**src/rtl/mul_sched_pkg.sv**
```systemverilog
// mul_sched_pkg: shared constants and the tag type for the multiplier issue
// scheduler (mul_sched). Imported by the arbiter and the top.
//   OP_W    default operand width
//   PRODT_W product width (2*OP_W)
//   MAX_REQ largest supported requester count
//   IDX_W   width of a requester index
//   tag_t   in-flight tag {v, idx} carried alongside the multiplier latency
package mul_sched_pkg;

  localparam int unsigned OP_W    = 16;
  localparam int unsigned PRODT_W = 2 * OP_W;
  localparam int unsigned MAX_REQ = 8;
  localparam int unsigned IDX_W   = 3;

  typedef struct packed {
    logic             v;
    logic [IDX_W-1:0] idx;
  } tag_t;

endpackage

```
**src/rtl/mul_sched_if.sv**
```systemverilog
// mul_sched_if: bundles the requester handshake, the multiplier operand and
// product buses and the response/status outputs of mul_sched.
//   req_valid/req_ready  per-requester handshake (req_ready one-hot)
//   req_mlier/req_mcand  packed operands, requester i at [i*OP_W +: OP_W]
//   mul_mlier/mul_mcand  registered operands towards the shared multiplier
//   mul_prodt            registered product back from the multiplier
//   rsp_valid/rsp_prodt  one-hot response pulse and its product
//   busy                 any operation in flight
// Modports: slave = scheduler view, master = clients + multiplier view.
interface mul_sched_if #(
  parameter int unsigned N_REQ = 4,
  parameter int unsigned OP_W  = 16
);

  logic [N_REQ-1:0]      req_valid;
  logic [N_REQ-1:0]      req_ready;
  logic [N_REQ*OP_W-1:0] req_mlier;
  logic [N_REQ*OP_W-1:0] req_mcand;
  logic [OP_W-1:0]       mul_mlier;
  logic [OP_W-1:0]       mul_mcand;
  logic [2*OP_W-1:0]     mul_prodt;
  logic [N_REQ-1:0]      rsp_valid;
  logic [2*OP_W-1:0]     rsp_prodt;
  logic                  busy;

  modport slave (
    input  req_valid, req_mlier, req_mcand, mul_prodt,
    output req_ready, mul_mlier, mul_mcand, rsp_valid, rsp_prodt, busy
  );

  modport master (
    output req_valid, req_mlier, req_mcand, mul_prodt,
    input  req_ready, mul_mlier, mul_mcand, rsp_valid, rsp_prodt, busy
  );

endinterface

```
**src/rtl/mul_sched_arb.sv**
```systemverilog
// mul_sched_arb: combinational grant for the shared multiplier.
// Build option MUL_SCHED_RR_EN: round-robin with a pointer register that moves
// to one past the last winner; otherwise fixed priority (lowest index wins) and
// no state at all.
//   clock    clock (round-robin build only)
//   reset_n  asynchronous active-low reset; forces the grant to zero
//   req_i    request vector
//   gnt_o    one-hot grant
//   idx_o    index of the granted requester
//   any_o    a grant is being issued
module mul_sched_arb
  import mul_sched_pkg::*;
#(
  parameter int unsigned N_REQ = 4
) (
`ifdef MUL_SCHED_RR_EN
  input  logic             clock,
`endif
  input  logic             reset_n,
  input  logic [N_REQ-1:0] req_i,
  output logic [N_REQ-1:0] gnt_o,
  output logic [IDX_W-1:0] idx_o,
  output logic             any_o
);

  logic             found;
  logic [IDX_W-1:0] win;

`ifdef MUL_SCHED_RR_EN
  logic [IDX_W-1:0] ptr_q, ptr_d;
  logic [N_REQ-1:0] rot;
  int unsigned      pos;

  // Rotate so the pointer position lands at bit 0, then take the first set
  // bit and map its offset back to an absolute index.
  always_comb begin
    rot   = (req_i >> ptr_q) | (req_i << (N_REQ - 32'(ptr_q)));
    found = 1'b0;
    win   = '0;
    pos   = 0;
    for (int unsigned k = 0; k < N_REQ; k++) begin
      if (!found && rot[k]) begin
        found = 1'b1;
        pos   = 32'(ptr_q) + k;
        if (pos >= N_REQ) pos = pos - N_REQ;
        win   = IDX_W'(pos);
      end
    end
  end

  always_comb begin
    ptr_d = ptr_q;
    if (any_o) ptr_d = (idx_o == IDX_W'(N_REQ - 1)) ? '0 : idx_o + 1'b1;
  end

  always_ff @(posedge clock or negedge reset_n) begin
    if (!reset_n) ptr_q <= '0;
    else          ptr_q <= ptr_d;
  end
`else
  always_comb begin
    found = 1'b0;
    win   = '0;
    for (int unsigned i = 0; i < N_REQ; i++) begin
      if (!found && req_i[i]) begin
        found = 1'b1;
        win   = IDX_W'(i);
      end
    end
  end
`endif

  always_comb begin
    any_o = found & reset_n;
    idx_o = win;
    gnt_o = '0;
    for (int unsigned i = 0; i < N_REQ; i++) begin
      gnt_o[i] = any_o && (win == IDX_W'(i));
    end
  end

endmodule

```
**src/rtl/mul_sched.sv**
```systemverilog
// mul_sched: issue scheduler sharing one registered multiplier among N_REQ
// requesters. Arbitrates every cycle, registers the winner's operands onto the
// multiplier bus, carries the winner's index through a tag pipeline matched to
// MUL_LAT and returns the product as a one-cycle one-hot response pulse.
// Build option MUL_SCHED_RR_EN selects round-robin arbitration (default:
// fixed priority, lowest index first).
//   clock    rising-edge clock
//   reset_n  asynchronous active-low reset, discards in-flight operations
//   bus      mul_sched_if.slave (handshake, operand/product buses, status)
// Parameters: N_REQ (2..8), OP_W, MUL_LAT (1..4).
module mul_sched
  import mul_sched_pkg::*;
#(
  parameter int unsigned N_REQ   = 4,
  parameter int unsigned OP_W    = 16,
  parameter int unsigned MUL_LAT = 1
) (
  input logic        clock,
  input logic        reset_n,
  mul_sched_if.slave bus
);

  localparam int unsigned PW = 2 * OP_W;

  logic [N_REQ-1:0] gnt;
  logic [IDX_W-1:0] gnt_idx;
  logic             gnt_any;

  logic [OP_W-1:0]  mlier_q, mlier_d;
  logic [OP_W-1:0]  mcand_q, mcand_d;
  tag_t             tag_q [0:MUL_LAT];
  tag_t             tag_d;
  logic [N_REQ-1:0] rsp_valid_q, rsp_valid_d;
  logic [PW-1:0]    rsp_prodt_q, rsp_prodt_d;
  logic             busy_w;

  mul_sched_arb #(
    .N_REQ(N_REQ)
  ) u_arb (
`ifdef MUL_SCHED_RR_EN
    .clock  (clock),
`endif
    .reset_n(reset_n),
    .req_i  (bus.req_valid),
    .gnt_o  (gnt),
    .idx_o  (gnt_idx),
    .any_o  (gnt_any)
  );

  // A grant is only issued to a valid requester, so any grant is an accept.
  always_comb begin
    mlier_d = mlier_q;
    mcand_d = mcand_q;
    for (int unsigned i = 0; i < N_REQ; i++) begin
      if (gnt[i]) begin
        mlier_d = bus.req_mlier[i*OP_W +: OP_W];
        mcand_d = bus.req_mcand[i*OP_W +: OP_W];
      end
    end
    tag_d.v   = gnt_any;
    tag_d.idx = gnt_any ? gnt_idx : '0;
  end

  always_comb begin
    rsp_valid_d = '0;
    rsp_prodt_d = rsp_prodt_q;
    if (tag_q[MUL_LAT].v) begin
      rsp_prodt_d = bus.mul_prodt;
      for (int unsigned i = 0; i < N_REQ; i++) begin
        rsp_valid_d[i] = (tag_q[MUL_LAT].idx == IDX_W'(i));
      end
    end
  end

  always_ff @(posedge clock or negedge reset_n) begin
    if (!reset_n) begin
      mlier_q     <= '0;
      mcand_q     <= '0;
      rsp_valid_q <= '0;
      rsp_prodt_q <= '0;
      for (int unsigned s = 0; s <= MUL_LAT; s++) tag_q[s] <= '0;
    end else begin
      mlier_q     <= mlier_d;
      mcand_q     <= mcand_d;
      rsp_valid_q <= rsp_valid_d;
      rsp_prodt_q <= rsp_prodt_d;
      tag_q[0]    <= tag_d;
      for (int unsigned s = 1; s <= MUL_LAT; s++) tag_q[s] <= tag_q[s-1];
    end
  end

  always_comb begin
    busy_w = |rsp_valid_q;
    for (int unsigned s = 0; s <= MUL_LAT; s++) busy_w = busy_w | tag_q[s].v;
  end

  assign bus.req_ready = gnt;
  assign bus.mul_mlier = mlier_q;
  assign bus.mul_mcand = mcand_q;
  assign bus.rsp_valid = rsp_valid_q;
  assign bus.rsp_prodt = rsp_prodt_q;
  assign bus.busy      = busy_w;

endmodule

```
**src/flat_wrapper.sv**
```systemverilog
// flat-port wrapper written by rule: the top's interface ports become plain ports
module mul_sched_flat import mul_sched_pkg::*;
#(
  parameter int unsigned N_REQ   = 4,
  parameter int unsigned OP_W    = 16,
  parameter int unsigned MUL_LAT = 1
)
  (clock, reset_n, bus_req_valid, bus_req_mlier, bus_req_mcand, bus_mul_prodt, bus_req_ready, bus_mul_mlier, bus_mul_mcand, bus_rsp_valid, bus_rsp_prodt, bus_busy);
  mul_sched_if #(.N_REQ(N_REQ), .OP_W(OP_W)) bus_i ();
  input logic clock;
  input logic reset_n;
  input wire logic [$bits(bus_i.req_valid)-1:0] bus_req_valid;
  input wire logic [$bits(bus_i.req_mlier)-1:0] bus_req_mlier;
  input wire logic [$bits(bus_i.req_mcand)-1:0] bus_req_mcand;
  input wire logic [$bits(bus_i.mul_prodt)-1:0] bus_mul_prodt;
  output wire logic [$bits(bus_i.req_ready)-1:0] bus_req_ready;
  output wire logic [$bits(bus_i.mul_mlier)-1:0] bus_mul_mlier;
  output wire logic [$bits(bus_i.mul_mcand)-1:0] bus_mul_mcand;
  output wire logic [$bits(bus_i.rsp_valid)-1:0] bus_rsp_valid;
  output wire logic [$bits(bus_i.rsp_prodt)-1:0] bus_rsp_prodt;
  output wire logic [$bits(bus_i.busy)-1:0] bus_busy;
  assign bus_i.req_valid = bus_req_valid;
  assign bus_i.req_mlier = bus_req_mlier;
  assign bus_i.req_mcand = bus_req_mcand;
  assign bus_i.mul_prodt = bus_mul_prodt;
  assign bus_req_ready = bus_i.req_ready;
  assign bus_mul_mlier = bus_i.mul_mlier;
  assign bus_mul_mcand = bus_i.mul_mcand;
  assign bus_rsp_valid = bus_i.rsp_valid;
  assign bus_rsp_prodt = bus_i.rsp_prodt;
  assign bus_busy = bus_i.busy;
  mul_sched #(.N_REQ(N_REQ), .OP_W(OP_W), .MUL_LAT(MUL_LAT)) u_core (.clock(clock), .reset_n(reset_n), .bus(bus_i));
endmodule
```
**config.mk**
```make
export PLATFORM = sky130hd
export DESIGN_NAME = mul_sched_flat
export DESIGN_NICKNAME = d
export VERILOG_FILES = /design/src/rtl/mul_sched_pkg.sv /design/src/rtl/mul_sched_if.sv /design/src/rtl/mul_sched_arb.sv /design/src/rtl/mul_sched.sv /design/src/flat_wrapper.sv
export SDC_FILE = /design/constraint.sdc
export NUM_CORES = 1
export LEC_CHECK = 0
export ABC_CLOCK_PERIOD_IN_PS = 2000
export BUFFER_PORTS_ARGS = -buffer_cell sky130_fd_sc_hd__buf_2
export CAP_MARGIN = 20
export CORE_UTILIZATION = 30
export CTS_BUF_LIST = sky130_fd_sc_hd__clkbuf_4
export DETAILED_ROUTE_END_ITERATION = 8
export GPL_TIMING_DRIVEN = 0
export PLACE_DENSITY = 0.59
export SETUP_SLACK_MARGIN = 0.4
export SLEW_MARGIN = 20
export SYNTH_ARGS = -nofsm -noshare
export SYNTH_HDL_FRONTEND = slang
export SYNTH_SLANG_ARGS = --single-unit
```
**constraint.sdc**
```tcl
create_clock -name clock -period 2 [get_ports clock]
set_clock_uncertainty 0.05 [all_clocks]
set_input_delay 0.2 -clock clock [delete_from_list [all_inputs] [get_ports clock]]
set_output_delay 0.2 -clock clock [all_outputs]
set_load 0.01 [all_outputs]
```
=== After elaboration in Yosys (flattened, before gate mapping) ===
Cells that the tools add are included.

* Bits in registers: 76
* Input port bits: 166
* Logic and storage cells: 48

* Eq/ne operators: 6
* Multiplexer cells: 17
* Bitwise gates (word level): 3
* Reduce and logical (&&, ||, !) cells: 14

{| class="wikitable"
|+ Operator list
! operator !! number
|-
| $mux 16 || 8
|-
| $eq 3x2->1 const B || 4
|-
| $mux 3 || 3
|-
| $logic_and 1x1->1 || 7
|-
| $eq 3x1->1 const B || 2
|-
| $logic_not 3->1 || 2
|-
| $mux 1 || 5
|-
| $mux 4 || 1
|-
| $reduce_bool 4->1 || 1
|-
| $reduce_or 4->1 || 1
|-
| $logic_not 1->1 || 3
|-
| $or 1x1->1 || 2
|-
| $and 1x1->1 || 1
|}

=== Longest topological paths before layout ===
Gate-level depths: netlist of the first run.

* Word-level depth: 16
* Gate-level depth with buffers: 7
* Mapped depth without buffers: 4

=== Hierarchy ===
From an unflattened synthesis of the first run, not the netlist that was laid out.

* Cell total of the unflattened synthesis: 288
* Area, all modules: 3,573.4 um^2

{| class="wikitable"
|+ Modules (own cells, without submodules)
! module !! times used !! cells each !! area an instance (um^2) !! seq. area each (um^2)
|-
| mul_sched || 1 || 275 || 3,479.6 || 1,901.8
|-
| mul_sched_arb || 1 || 13 || 93.8 || 0.0
|}

=== Worst setup path after synthesis of the first run ===
Ideal clock, no wire load.

* Path kind: input-to-reg
* Start point: input reset_n
* End point: register u_core.mcand_q[9], in the netlist u_core.bus.mul_mcand[9]
* Library setup time: 0.122 ns
* Arrival time: 1.327 ns
* Setup slack: 0.501 ns
* Stages: 6
* Cell sequence: buf_6 -> or3b_1 -> buf_6 -> nor2_1 -> a21oi_1 -> a32o_1

* Elaborated cells between the ends (all ways): 9

{| class="wikitable"
|+ RTL lines
! item !! line !! source
|-
| start, declared || flat_wrapper.sv:11 || <nowiki>input logic reset_n;</nowiki>
|-
| $and 1x1->1 * || mul_sched_arb.sv:74 || <nowiki>any_o = found & reset_n;</nowiki>
|-
| $logic_and 1x1->1 * || mul_sched_arb.sv:78 || <nowiki>gnt_o[i] = any_o && (win == IDX_W'(i));</nowiki>
|-
| named net bus_req_ready[2] || flat_wrapper.sv:16 || <nowiki>output wire logic [$bits(bus_i.req_ready)-1:0] bus_req_ready;</nowiki>
|-
| $mux 16 (2 in series) || mul_sched.sv:55 || <nowiki>if (gnt[i]) begin</nowiki>
|-
| end signal, assigned || mul_sched.sv:84 || <nowiki>mcand_q <= mcand_d;</nowiki>
|-
| end, declared || mul_sched.sv:30 || <nowiki>logic [OP_W-1:0] mcand_q, mcand_d;</nowiki>
|}

Mark *: on every way through the listed nets, which the timed path passes. The rest lies on a longest branch.
A chain may end at the register's enable or synchronous reset.

=== Worst setup path in the final report of the first run ===
* Start point: register u_core.tag_q[3] in the netlist's numbering
* End point: output bus_busy

* Word-level cells in the longest chain between the ends: 1

{| class="wikitable"
|+ Ends and longest elaborated chain
! item !! line !! source
|-
| start, declared || mul_sched.sv:31 || <nowiki>tag_t tag_q [0:MUL_LAT];</nowiki>
|-
| $or 1x1->1 || mul_sched.sv:94 || <nowiki>for (int unsigned s = 0; s <= MUL_LAT; s++) busy_w = busy_w | tag_q[s].v;</nowiki>
|-
| end, declared || flat_wrapper.sv:21 || <nowiki>output wire logic [$bits(bus_i.busy)-1:0] bus_busy;</nowiki>
|}

Every way passes these cells.

==> run_results.csv, run 1 <==
group,metric,value,unit
status,status,"finished, final reports clean",
clocking,cts_tree,"built",
global_route,grt_start_max_net_pins,42,
placement,numPortBuffers,237,
die,start_util,30.7,%
critical_path,reg2reg_to,"u_core.bus.rsp_prodt[12]",
critical_path,crit_path_max_fanout,2,
job,cap_violations,0,
logic_synthesis,synthAdderAreaFrac,0,%
drt,first_iter_violations,214,
timing,finalHoldViolations,0,
critical_path,rrSetupSlack,0.55,ns
timing,fin_crit_sh,79.9,%
logic_synthesis,ys_async_sr_fraction,100,%
logic_synthesis,synth_top_family_by_area,"compound AO/OA/AOI/OAI gates",
drt,avgRoutedWirePerCell,17.4,um
logic_synthesis,synth_enable_flop_cells,0,
logic_synthesis,ys_ff_latch,74,
layout,syn2layout_area_growth,50.8,%
timing,setup_viol,0,
clocking,path_clk_slew,0.14,ns
critical_path,critPathCapture,"bus_busy",
timing,grt_setup_unrepaired,"yes",
logic_synthesis,synth_nets,563,
placement,hpwl,10800,um
min_path,hold_class,"in2reg",
logic_synthesis,synth_area_leaders,"dfrtp_1 (46%), mux2_2 (8.9%), o31ai_2 (8.3%), nand2_1 (6.0%), a21oi_2 (5.8%)",
global_route,grt_overflow_total,0,
timing,fmax,0.626,GHz
clocking,htree_levels,3,
die,core-area,13200,um^2
die,dieArea,14000,um^2
timing,worstMarginPinSlew,0.930,ns
timing,finalCriticalPeriod,1.60,ns
global_route,antenna_found_initial,0,
critical_path,crit_type,"reg2out",
drt,detail_route.vias_per_cell,5.02,
logic_synthesis,syn-instance-count,397,
drt,ant_nets,0,
logic_synthesis,synth_warnings,0,
logic_synthesis,synth.top_cell.area_share,45.8,%
logic_synthesis,yosysMostFrequentCell,"dfrtp_1",
logic_synthesis,synth_mux_area_share,8.91,%
global_route,grt.total_usage,21.8,%
critical_path,critPathCaptureType,"output pin",
layout,stdcell_count,868,
clocking,clock_path_buffers,2,
logic_synthesis,synth_area_per_cell,10.2,um^2
power_and_ir_drop,power.density,620,nW/um^2
logic_synthesis,synth_xor_area_share,0,%
clocking,clock-root-buffer,"clkbuf_4",
logic_synthesis,synthTopCellsByCount,"dfrtp_1 (74), nand2_1 (65), a21oi_1 (38)",
placement,dp_cells,811,
die,rows,42,
logic_synthesis,synth_ff_type,"dfrtp_1",
logic_synthesis,yosys.area.top_type,"dfrtp_1",
logic_synthesis,synth-compound-area-share,30.3,%
timing,slew_viol_final,0,
layout,antenna_cells,0,
drt,routed_wirelength,15100,um
critical_path,reg2reg_depth,4,
critical_path,startpoint_type,"flip-flop",
clocking,cts_buffers,9,
drt,dr.pass1.iters,4,
layout,nNetsFinal,853,
logic_synthesis,synth.cell_area,4050,um^2
logic_synthesis,ys_types,30,
critical_path,critPathLaunch,"u_core.tag_q[3]",
power_and_ir_drop,vdd_ir_drop_max,0.000398,V
die,io_pins,239,
timing,relSlewSlack,37.8,%
drt,vias,4358,
critical_path,reg2reg_from,"u_core.tag_q[3]",
layout,fin_util,46.3,%
global_route,grt_first_pass_wirelength,23800,um
logic_synthesis,ys_seq_area_share,45.8,%
clocking,cts_sinks,74,
die,fp.dieW,118,um
critical_path,critPathRequiredTime,1.75,ns
die,dieHeight,118,um
global_route,grt_pass1_vias,4502,
logic_synthesis,synthSimpleGateAreaFrac,9.03,%
layout,layout-drive-gt1-share,54.2,%
timing,tns,0,ns
layout,fill_cells,1289,
power_and_ir_drop,power.leakage,0.00293,uW
clocking,clock_latency,0.42,ns
drt,drt_drc_violations_left,0,
critical_path,crit_arrival,1.35,ns
placement,place_congestion,0.785,
==> repair_timing <==
| item | 4_1_cts | 5_1_grt |
|---|---|---|
| endpoints found under the setup margin | 32 | 2 |
| gates cloned | 1 | 0 |
| hold endpoints to repair | 107 | 0 |
| hold buffers | 35 | 0 |
| resized for setup | 12 | 4 |
| pin swaps | 1 | 0 |
| buffers inserted | 4 | 1 |
==> where the power goes <==
part | leakage (uW) | internal [uW] | switching, uW | total, uW
clock | 0.0000807 | 391 | 582 | 973
combinational | 0.00195 | 519 | 544 | 1060
sequential | 0.000900 | 1660 | 85.8 | 1750
==> critical path, cell delays in order (launching register included) <==
cell and delay, ns:
dfrtp_1 0.40, clkbuf_8 0.14, clkbuf_16 0.14, nor2_2 0.06
nand2_1 0.05, buf_2 0.15
==> logic make-up after synthesis <==
family                 after synthesis
AOI/OAI and AO/OA                  161
and+or+nand+nor                     86
DFF                                 74
buffers and inverters               44
muxes                               32
==> metal layers <==
metal,track usage [%],up-vias,routed length [um]
met5,0,-,0
met4,8.49,0,359
met1,28.0,2089,6390
met2,35.6,219,7220
li1,-,2022,-
met3,4.78,28,1120
==> registers in the layout (all words and copies together) (netlist names) <==
register / count
u_core.bus.mul_mcand: 16
u_core.bus.mul_mlier: 16
u_core.bus.rsp_prodt: 32
u_core.bus.rsp_valid: 4
u_core.tag_q: 6
==> cell type report <==
cell class	count	area (um^2)	area share (%)
buffer	41	268	4.39
clock buffer	9	67.6	1.11
inverter	3	11.3	0.185
multi-input combinational	279	1960	32.1
tap	176	220	3.61
clock inverter	7	75.1	1.23
timing repair buffer	279	1650	27.0
sequential	74	1850	30.3
==> worst min-delay path by stage <==
stage                               end              from  cells past startpoint  slack [ns]
6_report        u_core.bus.mul_mcand[3]  bus_req_mcand[3]                      3        0.05
5_1_grt         u_core.bus.mul_mcand[2]  bus_req_mcand[2]                      3       0.006
4_1_cts         u_core.bus.mul_mcand[3]  bus_req_mcand[3]                      3        0.02
3_5_place_dp   u_core.bus.rsp_prodt[26]           reset_n                      1        0.14
3_3_place_gp            u_core.tag_q[1]   u_core.tag_q[5]                      0        0.28
2_1_floorplan   u_core.bus.mul_mcand[0]           reset_n                      0       -0.15
==> placed cells by master, fill, tap and decap left out, drive strengths merged <==
cell,synthesis,final
nor3,1,1
or2,1,1
or3b,1,1
nor2,7,7
inv,3,5
o22ai,1,1
o21ai,31,31
nor3b,1,1
and3,1,1
nand2b,2,2
nand2,65,65
bufbuf,0,1
nor4,1,1
dlygate4sd3,0,35
a32o,1,1
o41ai,1,1
a21oi,65,65
and3b,2,2
or3,1,1
dfrtp,74,74
a211oi,30,30
and2,1,1
buf,21,264
mux2,32,32
clkinv,0,4
a22oi,1,1
nor2b,2,2
o31ai,31,31
clkbuf,20,29
bufinv,0,1
==> through the flow <==
step                power (uW)  setup slack (ns)  hold slack, ns  cell area, um^2
finish                    3780             0.402          0.0543             6100
global route              4000             0.310         0.00639             6100
CTS                       3830             0.357          0.0160             6090
detailed placement        2760            -0.112           0.140             5480
global placement          2730             -1.04           0.283             5450
floorplan                 2260             0.501          -0.146             4050
(Power assumes the default switching activity.)
==> inputs of run 2 (changes only) <==
ABC_CLOCK_PERIOD_IN_PS = 1300   (was 2000)
PLACE_DENSITY = 0.61   (was 0.59)
clock period = 1.3 ns   (was 2 ns; I/O delays follow)
==> run_results.csv, run 2 (synthesis results as in run 1) <==
group,metric,value,unit
status,status,"finished, violations left",
status,violations,"negative setup slack",
global_route,grt.total_usage,25.9,%
timing,setup_ws,-0.280,ns
power_and_ir_drop,p_seq_share,41.1,%
die,dieArea,14000,um^2
critical_path,rrSetupSlack,-0.23,ns
layout,nNetsFinal,1015,
die,fp.dieW,118,um
power_and_ir_drop,vdd_ir_drop_max,0.000371,V
timing,tns,-5.80,ns
drt,drt_drc_violations_left,0,
drt,dr.pass1.iters,6,
timing,setup_viol,30,
placement,place_ws,-0.832,ns
drt,first_iter_violations,221,
placement,numPortBuffers,237,
placement,placed_cell_area,5620,um^2
min_path,min_from,"bus_req_mlier[59]",
layout,final_common_cell,"buf_2",
timing,relSlewSlack,57.9,%
placement,hpwl,10600,um
global_route,grt_pass1_vias,5461,
clocking,path_clk_slew,0.14,ns
drt,vias,5114,
power_and_ir_drop,p_int,4440,uW
critical_path,startpoint_type,"flip-flop",
min_path,hold_class,"in2reg",
drt,ant_nets,0,
critical_path,crit_path_max_fanout,2,
layout,postLayoutCellArea,8560,um^2
die,start_util,30.7,%
die,dieHeight,118,um
timing,fin_crit_sh,122,%
power_and_ir_drop,power.share.combinational,39.1,%
critical_path,reg2reg_to,"u_core.bus.rsp_prodt[3]",
die,rows,42,
layout,antenna_cells,0,
timing,slew_viol_final,0,
placement,place_congestion,0.827,
power_and_ir_drop,totalPowerFinal,6590,uW
critical_path,crit_type,"reg2out",
layout,largest_reg_flops,32,
drt,routed_wirelength,18800,um
clocking,cts_tree,"built",
timing,fmax,0.633,GHz
timing,finalHoldViolations,0,
critical_path,crit_arrival,1.40,ns
critical_path,reg2reg_depth,6,
power_and_ir_drop,switchingPower,2150,uW
timing,grt_setup_unrepaired,"yes",
layout,layout_common_cells,"buf_2 (219), dlygate4sd3_1 (126), dfrtp_1 (74), nand2_1 (62), buf_4 (55)",
drt,detail_route.vias_per_cell,4.97,
clocking,clock_latency,0.45,ns
timing,finalCriticalPeriod,1.58,ns
clocking,cts_sinks,74,
power_and_ir_drop,power.density,770,nW/um^2
layout,layout-drive-gt1-share,58.7,%
drt,avgRoutedWirePerCell,18.2,um
global_route,grt_first_pass_wirelength,27700,um
critical_path,reg2reg_from,"u_core.tag_q[3]",
power_and_ir_drop,power.leakage,0.00398,uW
min_path,min_to,"u_core.bus.mul_mlier[11]",
timing,worstMarginPinSlew,0.631,ns
clocking,htree_levels,3,
critical_path,critPathCaptureType,"output pin",
global_route,grt_overflow_total,0,
global_route,antenna_found_initial,1,
die,core-area,13200,um^2
clocking,clock_path_buffers,2,
job,cap_violations,0,
power_and_ir_drop,sw_frac_of_total,32.6,%
critical_path,critPathRequiredTime,1.12,ns
die,io_pins,239,
power_and_ir_drop,pwr-share-clk,19.9,%
clocking,clock-root-buffer,"clkbuf_4",
clocking,cts_buffers,9,
layout,syn2layout_area_growth,112,%
global_route,grt_start_max_net_pins,39,
min_path,whs_path_depth,3,
==> run 2: what timing repair did <==
item                       4_1_cts  5_1_grt
hold endpoints to repair       139       19
pin swaps                       18       13
hold buffers                   126        1
setup endpoints to repair      143      142
setup buffers                   42       27
cloned                           7        0
resized for setup              133       36
==> run 2: through the flow <==
stage	hold WS [ns]	cells	util [%]
after floorplan	-0.216	397	-
after global placement	0.286	810	42.4
after detailed placement	0.0982	811	42.6
after CTS	0.000171	1002	61.9
after global routing	0.0392	1030	64.9
final	0.0489	1030	64.9
==> run 2: routing by layer <==
metal,wire [um],part of all wire (%),track usage (%),vias up
met5,0,0,0,-
met2,9700,52,46.1,258
li1,-,-,-,2339
met3,1170,6.3,5.31,62
met1,7200,38,28.5,2455
met4,680,3.6,14.7,0
==> run 2: critical path: stages, from the launching register on <==
cell	delay, ns
dfrtp_1	0.41
clkbuf_16	0.15
clkbuf_16	0.13
nor2_4	0.07
nand2_2	0.06
buf_6	0.13
==> run 2: power by group through the flow <==
| stage | Sequential, uW | Combinational, uW | Clock (uW) |
|---|---|---|---|
| 6_report | 2710 | 2570 | 1310 |
| 5_1_grt | 2740 | 2740 | 1450 |
| 4_1_cts | 2690 | 2320 | 1360 |
| 3_5_place_dp | 2730 | 1570 | 0 |
| 3_3_place_gp | 2720 | 1530 | 0 |
| 2_1_floorplan | 2850 | 699 | 0 |
==> run 2: worst max path at each step <==
stage	cells past startpoint	from	slack, ns	to
after floorplan	7	reset_n	-0.009	u_core.bus.mul_mcand[1]
after global placement	7	reset_n	-1.68	u_core.bus.mul_mlier[11]
after detailed placement	7	reset_n	-0.83	u_core.bus.mul_mlier[11]
after CTS	5	u_core.tag_q[3]	-0.33	bus_busy
after global routing	5	u_core.tag_q[3]	-0.35	bus_busy
final	5	u_core.tag_q[3]	-0.28	bus_busy
==> run 2: layout make-up <==
type                       instances  area [um^2]
fill                            1004         4630
inverter                           3         11.3
buffer                            41          442
clock buffer                      10         75.1
sequential                        74         1850
clock inverter                     6         42.5
timing repair buffer             441         3460
tap                              176          220
multi-input combinational        279         2460
